`config.mk`:
```
export PLATFORM = sky130hd
export DESIGN_NAME = iic_wrbyte_flat
export DESIGN_NICKNAME = d
export VERILOG_FILES = /design/src/rtl/iic_wrbyte_if.sv /design/src/rtl/iic_wrbyte.sv /design/src/flat_wrapper.sv
export SDC_FILE = /design/constraint.sdc
export NUM_CORES = 1
export LEC_CHECK = 0
export CORE_ASPECT_RATIO = 1.1
export CORE_MARGIN = 4
export CORE_UTILIZATION = 53
export DETAILED_ROUTE_END_ITERATION = 8
export PLACE_DENSITY = 0.89
export SLEW_MARGIN = 15
export SYNTH_ARGS = -nofsm -noshare
export SYNTH_HDL_FRONTEND = slang
export SYNTH_SLANG_ARGS = --single-unit
```
`constraint.sdc`:
```
create_clock -name clk -period 2.8 [get_ports clk]
set_input_delay 0.56 -clock clk [delete_from_list [all_inputs] [get_ports clk]]
set_output_delay 0.56 -clock clk [all_outputs]
set_load 0.1 [all_outputs]
```
`src/rtl/iic_wrbyte_if.sv`:
```
// Signal bundle between the IIC sequencer and the byte transmitter iic_wrbyte.
// state_dbg mirrors the transmitter FSM state for checkers and debug.
interface iic_wrbyte_if;
    // Handshake: start is a request that is honoured only while busy = 0; the
    // byte on tx_data is captured on that same clk edge. There is no separate
    // ready: busy = 1 means "not ready", and any start seen then is dropped.
    // done / arb_err are single-clk completion / abort pulses.
    logic       start;
    logic [7:0] tx_data;
    logic       scl_lc;
    logic       scl_hc;
    logic       scl_ls;
    logic       sda_in;
    logic       sda_out;
    logic       sda_oe;
    logic       busy;
    logic       done;
    logic       arb_err;
    logic [1:0] state_dbg;

    modport master (
        output start, tx_data, scl_lc, scl_hc, scl_ls, sda_in,
        input  sda_out, sda_oe, busy, done, arb_err, state_dbg
    );

    modport slave (
        input  start, tx_data, scl_lc, scl_hc, scl_ls, sda_in,
        output sda_out, sda_oe, busy, done, arb_err, state_dbg
    );
endinterface

```
`src/rtl/iic_wrbyte.sv`:
```
// SHT21 IIC byte transmitter: shifts one byte MSB-first onto SDA on SCL strobes.
// Optional SDA readback/arbitration check is enabled by IIC_WRBYTE_ARB_CHECK_EN.
module iic_wrbyte #(
    parameter int NBITS = 8
) (
    input logic        clk,
    input logic        rst,
    iic_wrbyte_if.slave bus
);
    localparam int CW = $clog2(NBITS);
    localparam logic [CW-1:0] LAST = CW'(NBITS - 1);

    typedef enum logic [1:0] {
        IDLE  = 2'd0,
        ALIGN = 2'd1,
        SHIFT = 2'd2
    } state_t;

    state_t           state;
    logic [NBITS-1:0] shreg;
    logic [CW-1:0]    cnt;
    logic             sda_out_q;
    logic             sda_oe_q;
    logic             busy_q;
    logic             done_q;
`ifdef IIC_WRBYTE_ARB_CHECK_EN
    logic             arb_err_q;
`endif

    always_ff @(posedge clk or posedge rst) begin
        if (rst) begin
            state     <= IDLE;
            shreg     <= '0;
            cnt       <= '0;
            sda_out_q <= 1'b1;
            sda_oe_q  <= 1'b0;
            busy_q    <= 1'b0;
            done_q    <= 1'b0;
`ifdef IIC_WRBYTE_ARB_CHECK_EN
            arb_err_q <= 1'b0;
`endif
        end else begin
            done_q <= 1'b0;
`ifdef IIC_WRBYTE_ARB_CHECK_EN
            arb_err_q <= 1'b0;
`endif
            case (state)
                IDLE: begin
                    if (bus.start) begin
                        shreg  <= bus.tx_data;
                        cnt    <= '0;
                        busy_q <= 1'b1;
                        state  <= ALIGN;
                    end
                end
                // Only a low-centre strobe may start the first bit, so SDA
                // never changes while SCL is high.
                ALIGN: begin
                    if (bus.scl_lc) begin
                        sda_oe_q  <= 1'b1;
                        sda_out_q <= shreg[NBITS-1];
                        state     <= SHIFT;
                    end
                end
                SHIFT: begin
`ifdef IIC_WRBYTE_ARB_CHECK_EN
                    if (bus.scl_hc) begin
                        // Another master pulled SDA low: back off at once.
                        if (sda_oe_q && (bus.sda_in != sda_out_q)) begin
                            arb_err_q <= 1'b1;
                            sda_oe_q  <= 1'b0;
                            sda_out_q <= 1'b1;
                            busy_q    <= 1'b0;
                            state     <= IDLE;
                        end
                    end else
`endif
                    if (bus.scl_ls) begin
                        if (cnt == LAST) begin
                            sda_oe_q  <= 1'b0;
                            sda_out_q <= 1'b1;
                            done_q    <= 1'b1;
                            busy_q    <= 1'b0;
                            state     <= IDLE;
                        end else begin
                            shreg <= {shreg[NBITS-2:0], 1'b0};
                            cnt   <= cnt + 1'b1;
                        end
                    end else if (bus.scl_lc) begin
                        sda_out_q <= shreg[NBITS-1];
                    end
                end
                default: begin
                    state <= IDLE;
                end
            endcase
        end
    end

    assign bus.sda_out   = sda_out_q;
    assign bus.sda_oe    = sda_oe_q;
    assign bus.busy      = busy_q;
    assign bus.done      = done_q;
    assign bus.state_dbg = state;
`ifdef IIC_WRBYTE_ARB_CHECK_EN
    assign bus.arb_err   = arb_err_q;
`else
    assign bus.arb_err   = 1'b0;
`endif
endmodule

```
`src/flat_wrapper.sv`:
```
// flat-port wrapper written by rule: the top's interface ports become plain ports
module iic_wrbyte_flat 
#(
    parameter int NBITS = 8
)
  (clk, rst, bus_start, bus_tx_data, bus_scl_lc, bus_scl_hc, bus_scl_ls, bus_sda_in, bus_sda_out, bus_sda_oe, bus_busy, bus_done, bus_arb_err, bus_state_dbg);
  iic_wrbyte_if bus_i ();
  input logic clk;
  input logic rst;
  input wire logic [$bits(bus_i.start)-1:0] bus_start;
  input wire logic [$bits(bus_i.tx_data)-1:0] bus_tx_data;
  input wire logic [$bits(bus_i.scl_lc)-1:0] bus_scl_lc;
  input wire logic [$bits(bus_i.scl_hc)-1:0] bus_scl_hc;
  input wire logic [$bits(bus_i.scl_ls)-1:0] bus_scl_ls;
  input wire logic [$bits(bus_i.sda_in)-1:0] bus_sda_in;
  output wire logic [$bits(bus_i.sda_out)-1:0] bus_sda_out;
  output wire logic [$bits(bus_i.sda_oe)-1:0] bus_sda_oe;
  output wire logic [$bits(bus_i.busy)-1:0] bus_busy;
  output wire logic [$bits(bus_i.done)-1:0] bus_done;
  output wire logic [$bits(bus_i.arb_err)-1:0] bus_arb_err;
  output wire logic [$bits(bus_i.state_dbg)-1:0] bus_state_dbg;
  assign bus_i.start = bus_start;
  assign bus_i.tx_data = bus_tx_data;
  assign bus_i.scl_lc = bus_scl_lc;
  assign bus_i.scl_hc = bus_scl_hc;
  assign bus_i.scl_ls = bus_scl_ls;
  assign bus_i.sda_in = bus_sda_in;
  assign bus_sda_out = bus_i.sda_out;
  assign bus_sda_oe = bus_i.sda_oe;
  assign bus_busy = bus_i.busy;
  assign bus_done = bus_i.done;
  assign bus_arb_err = bus_i.arb_err;
  assign bus_state_dbg = bus_i.state_dbg;
  iic_wrbyte #(.NBITS(NBITS)) u_core (.clk(clk), .rst(rst), .bus(bus_i));
endmodule
```
==> run_results.csv <==
group,metric,value,unit
run_status,outcome,"finished, final reports clean",
worst_hold_path,hold_class,"flip-flop to flip-flop",
yosys,synth_top_family_by_area,"multiplexers",
clock_network,root_buffer,"clkbuf_4",
yosys,seq_area_frac_synth,0.426,
grt,grt.overflow.total,0,
yosys,synth_compound_area_frac,0.0725,
clock_network,tritoncts,"yes",
critical_path,crit_chain,"inv_1 > ha_1 > nor2b_4 > a2111oi_2 > mux2_1",
yosys,synth.largest_area_cell,"dfrtp_1",
cells_and_area,mostFrequentLayoutCells,"dfrtp_1, clkdlybuf4s50_1, inv_1, mux2_4, ha_1",
yosys,synth_area_per_cell,12.5,um^2
yosys,synth_top_area_share,0.400,
clock_network,htreeDepth,1,
die,coreArea,0.00178,mm^2
critical_path,max_stage_delay,0.43,ns
clock_network,clockBufferDepth,2,
critical_path,reg2regPathDepth,5,
route,wl,1730,um
die,die_w,49.4,um
critical_path,cp_max_fo,14,
grt,grt_antenna_before_repair,0,
clock_network,clkLatencyLatePin,0.29,ns
cells_and_area,nFillCells,146,
cells_and_area,drive_above_1_share,0.290,
clock_network,cts_buffers,3,
critical_path,path_delay_family,"compound AO/OA/AOI/OAI gates",
grt,top_usage_layer,"met2",
grt,use_met3,0.0360,
power_and_ir_drop,leakagePower,0.577,nW
route,dr.pass1.iters,4,
clock_network,cts_resized,0,
sta,min_period,2.02,ns
clock_network,cts_num_sinks,17,
clock_network,cts_setup_buffers,0,
die,die_height,53.6,um
sta,post-route-period-util,0.721,
yosys,ys_top_cells_by_area,"dfrtp_1, mux2_4, ha_1",
clock_network,cts_hold_buf,0,
route,vias_per_cell,5.46,
power_and_ir_drop,peakVddDrop,0.624,mV
yosys,synthMuxAreaShare,0.263,
yosys,syn-num-nets,103,
yosys,ys_ff_latch,17,
place,place.gp.congestion,0.782,
route,drtIter0Drc,1,
grt,grt_first_pass_wirelength,3040,um
run,maxCapViolations,0,
critical_path,reg2reg_slack,0.78,ns
critical_path,r2r-end,"u_core.bus.state_dbg[1]",
worst_hold_path,whs_path_depth,2,
yosys,netlist_area,0.00100,mm^2
sta,hold_violations,0,
clock_network,cts.clk_slew.worst_paths,0.10,ns
yosys,synthAdderAreaFrac,0.100,
yosys,yosys.area_share.simple,0.0813,
worst_hold_path,min-delay-start,"u_core.bus.sda_out",
critical_path,path_buf_inv,1,
grt,grt_max_degree,18,
sta,fmax,495,MHz
place,port_buffers,18,
cells_and_area,utilization,0.673,
cells_and_area,layout_commonest_cell,"dfrtp_1",
route,vias,644,
sta,drv_slew,0,
place,hpwl,1310,um
grt,grt.met2_usage,0.288,
yosys,synth_cells,80,
yosys,synth_cell_type_count,26,
critical_path,crit_arrival,2.20,ns
worst_hold_path,hold_end,"u_core.bus.sda_out",
sta,slew_headroom,0.566,
grt,grt_usage,0.153,
grt,grt_pass1_vias,718,
critical_path,worst-setup-path-type,"flip-flop to flip-flop",
die,io_pins,22,
critical_path,cp_data_required_time,2.98,ns
cells_and_area,area_growth,19.8,%
route,drcViolationCount,0,
yosys,yosys.area_share.xor_xnor,0,
die,die_area,0.00265,mm^2
critical_path,cp-end-kind,"flip-flop",
yosys,yosys_warnings,0,
grt,grtUsageMet1,0.162,
cells_and_area,n_antenna_cell,0,
critical_path,crit-reg2reg-launch,"u_core.bus.state_dbg[0]",
sta,fin_skew,0.000538,ns
die,initial_core_util,0.562,
cells_and_area,fin_nets,124,
sta,rsz0062_at_grt,"false",
critical_path,setup.worst_path.start_class,"flip-flop",
critical_path,cpMaxStageDelayCell,"a2111oi_2",
route,ant_nets,0,
sta,final-setup-viol-count,0,
sta,tns,0,ns
die,rows,16,
sta,tightest_slew,0.650,ns
route,routedWlPerCell,14.6,um
power_and_ir_drop,powerDensity,1160,mW/mm^2
[cell usage after synthesis]
cell type and instances:
dfrtp_1 16, a22oi_1 1, o21ai_0 1, nand2b_2 1, nor2_1 2, nor2b_1 4
nor2b_4 1, nand3_1 1, ha_1 8, mux2i_1 3, o41ai_1 2, buf_2 1
buf_6 1, mux2_2 6, and3_1 1, nand2_1 4, a22o_1 1, conb_1 1
mux2_4 8, a2111oi_2 1, mux2_1 4, inv_1 8, dfstp_2 1, buf_4 1
a211oi_2 1, o22ai_1 1
[metrics by stage]
step | instance area (um^2) | instances | total power, W | setup WS (ns) | hold WS [ns]
after floorplan | 1000 | 80 | 0.00113 | 0.331 | 0.452
after global placement | 1170 | 114 | 0.00124 | 0.685 | 0.471
after detailed placement | 1170 | 114 | 0.00127 | 0.646 | 0.475
after CTS | 1200 | 118 | 0.00141 | 0.770 | 0.494
after global routing | 1200 | 118 | 0.00150 | 0.617 | 0.509
final | 1200 | 118 | 0.00140 | 0.780 | 0.488
[worst max path at each step]
stage	start	end	depth (start not counted)
finish	u_core.bus.state_dbg[0]	u_core.bus.state_dbg[1]	5
global route	u_core.bus.state_dbg[0]	u_core.bus.state_dbg[1]	5
CTS	u_core.bus.state_dbg[0]	u_core.bus.state_dbg[1]	5
detailed placement	bus_scl_ls	u_core.shreg[2]	5
global placement	bus_scl_ls	u_core.shreg[2]	5
floorplan	u_core.bus.state_dbg[0]	u_core.bus.state_dbg[1]	5
[routing by layer]
metal,up-vias,wire [um]
li1,313,-
met1,308,700
met2,18,892
met3,5,95
met4,0,37
met5,-,0
[flip-flops by register name, indices dropped and copies added (netlist names)]
| name | flops |
|---|---|
| u_core.shreg | 8 |
| u_core.cnt | 3 |
| u_core.bus.state_dbg | 2 |
| u_core.bus.busy | 1 |
| u_core.bus.done | 1 |
| u_core.bus.sda_oe | 1 |
| u_core.bus.sda_out | 1 |
[power breakdown]
group          switching, W  total (W)  internal [W]  leakage [nW]
Combinational      0.000467   0.000843      0.000376         0.358
Sequential        0.0000648   0.000420      0.000355         0.203
Clock             0.0000771   0.000133     0.0000554        0.0150
[worst reg2reg max path, delay by kind of cell (launching register included)]
kind	cells	cell delay [ns]
AO/OA/AOI/OAI	1	0.43
flip-flops	1	0.40
adder cells (fa/ha/maj)	1	0.40
multiplexers	1	0.36
AND/OR/NAND/NOR	1	0.22
buffers and inverters	1	0.10
[layout make-up]
cell class,instances,area [um^2],area share
Multi-Input combinational cell,52,520,0.434
Sequential cell,17,427,0.356
Clock buffer,4,26.3,0.0219
Tap cell,18,22.5,0.0188
Inverter,8,30.0,0.0251
Timing Repair Buffer,19,173,0.144
[cells by family after synthesis]
family | after synthesis
muxes | 21
buffers and inverters | 11
adders and majority gates | 8
DFF | 17
other | 1
and+or+nand+nor | 14
AOI/OAI and AO/OA | 8
Power figures use the tool's default switching activity.
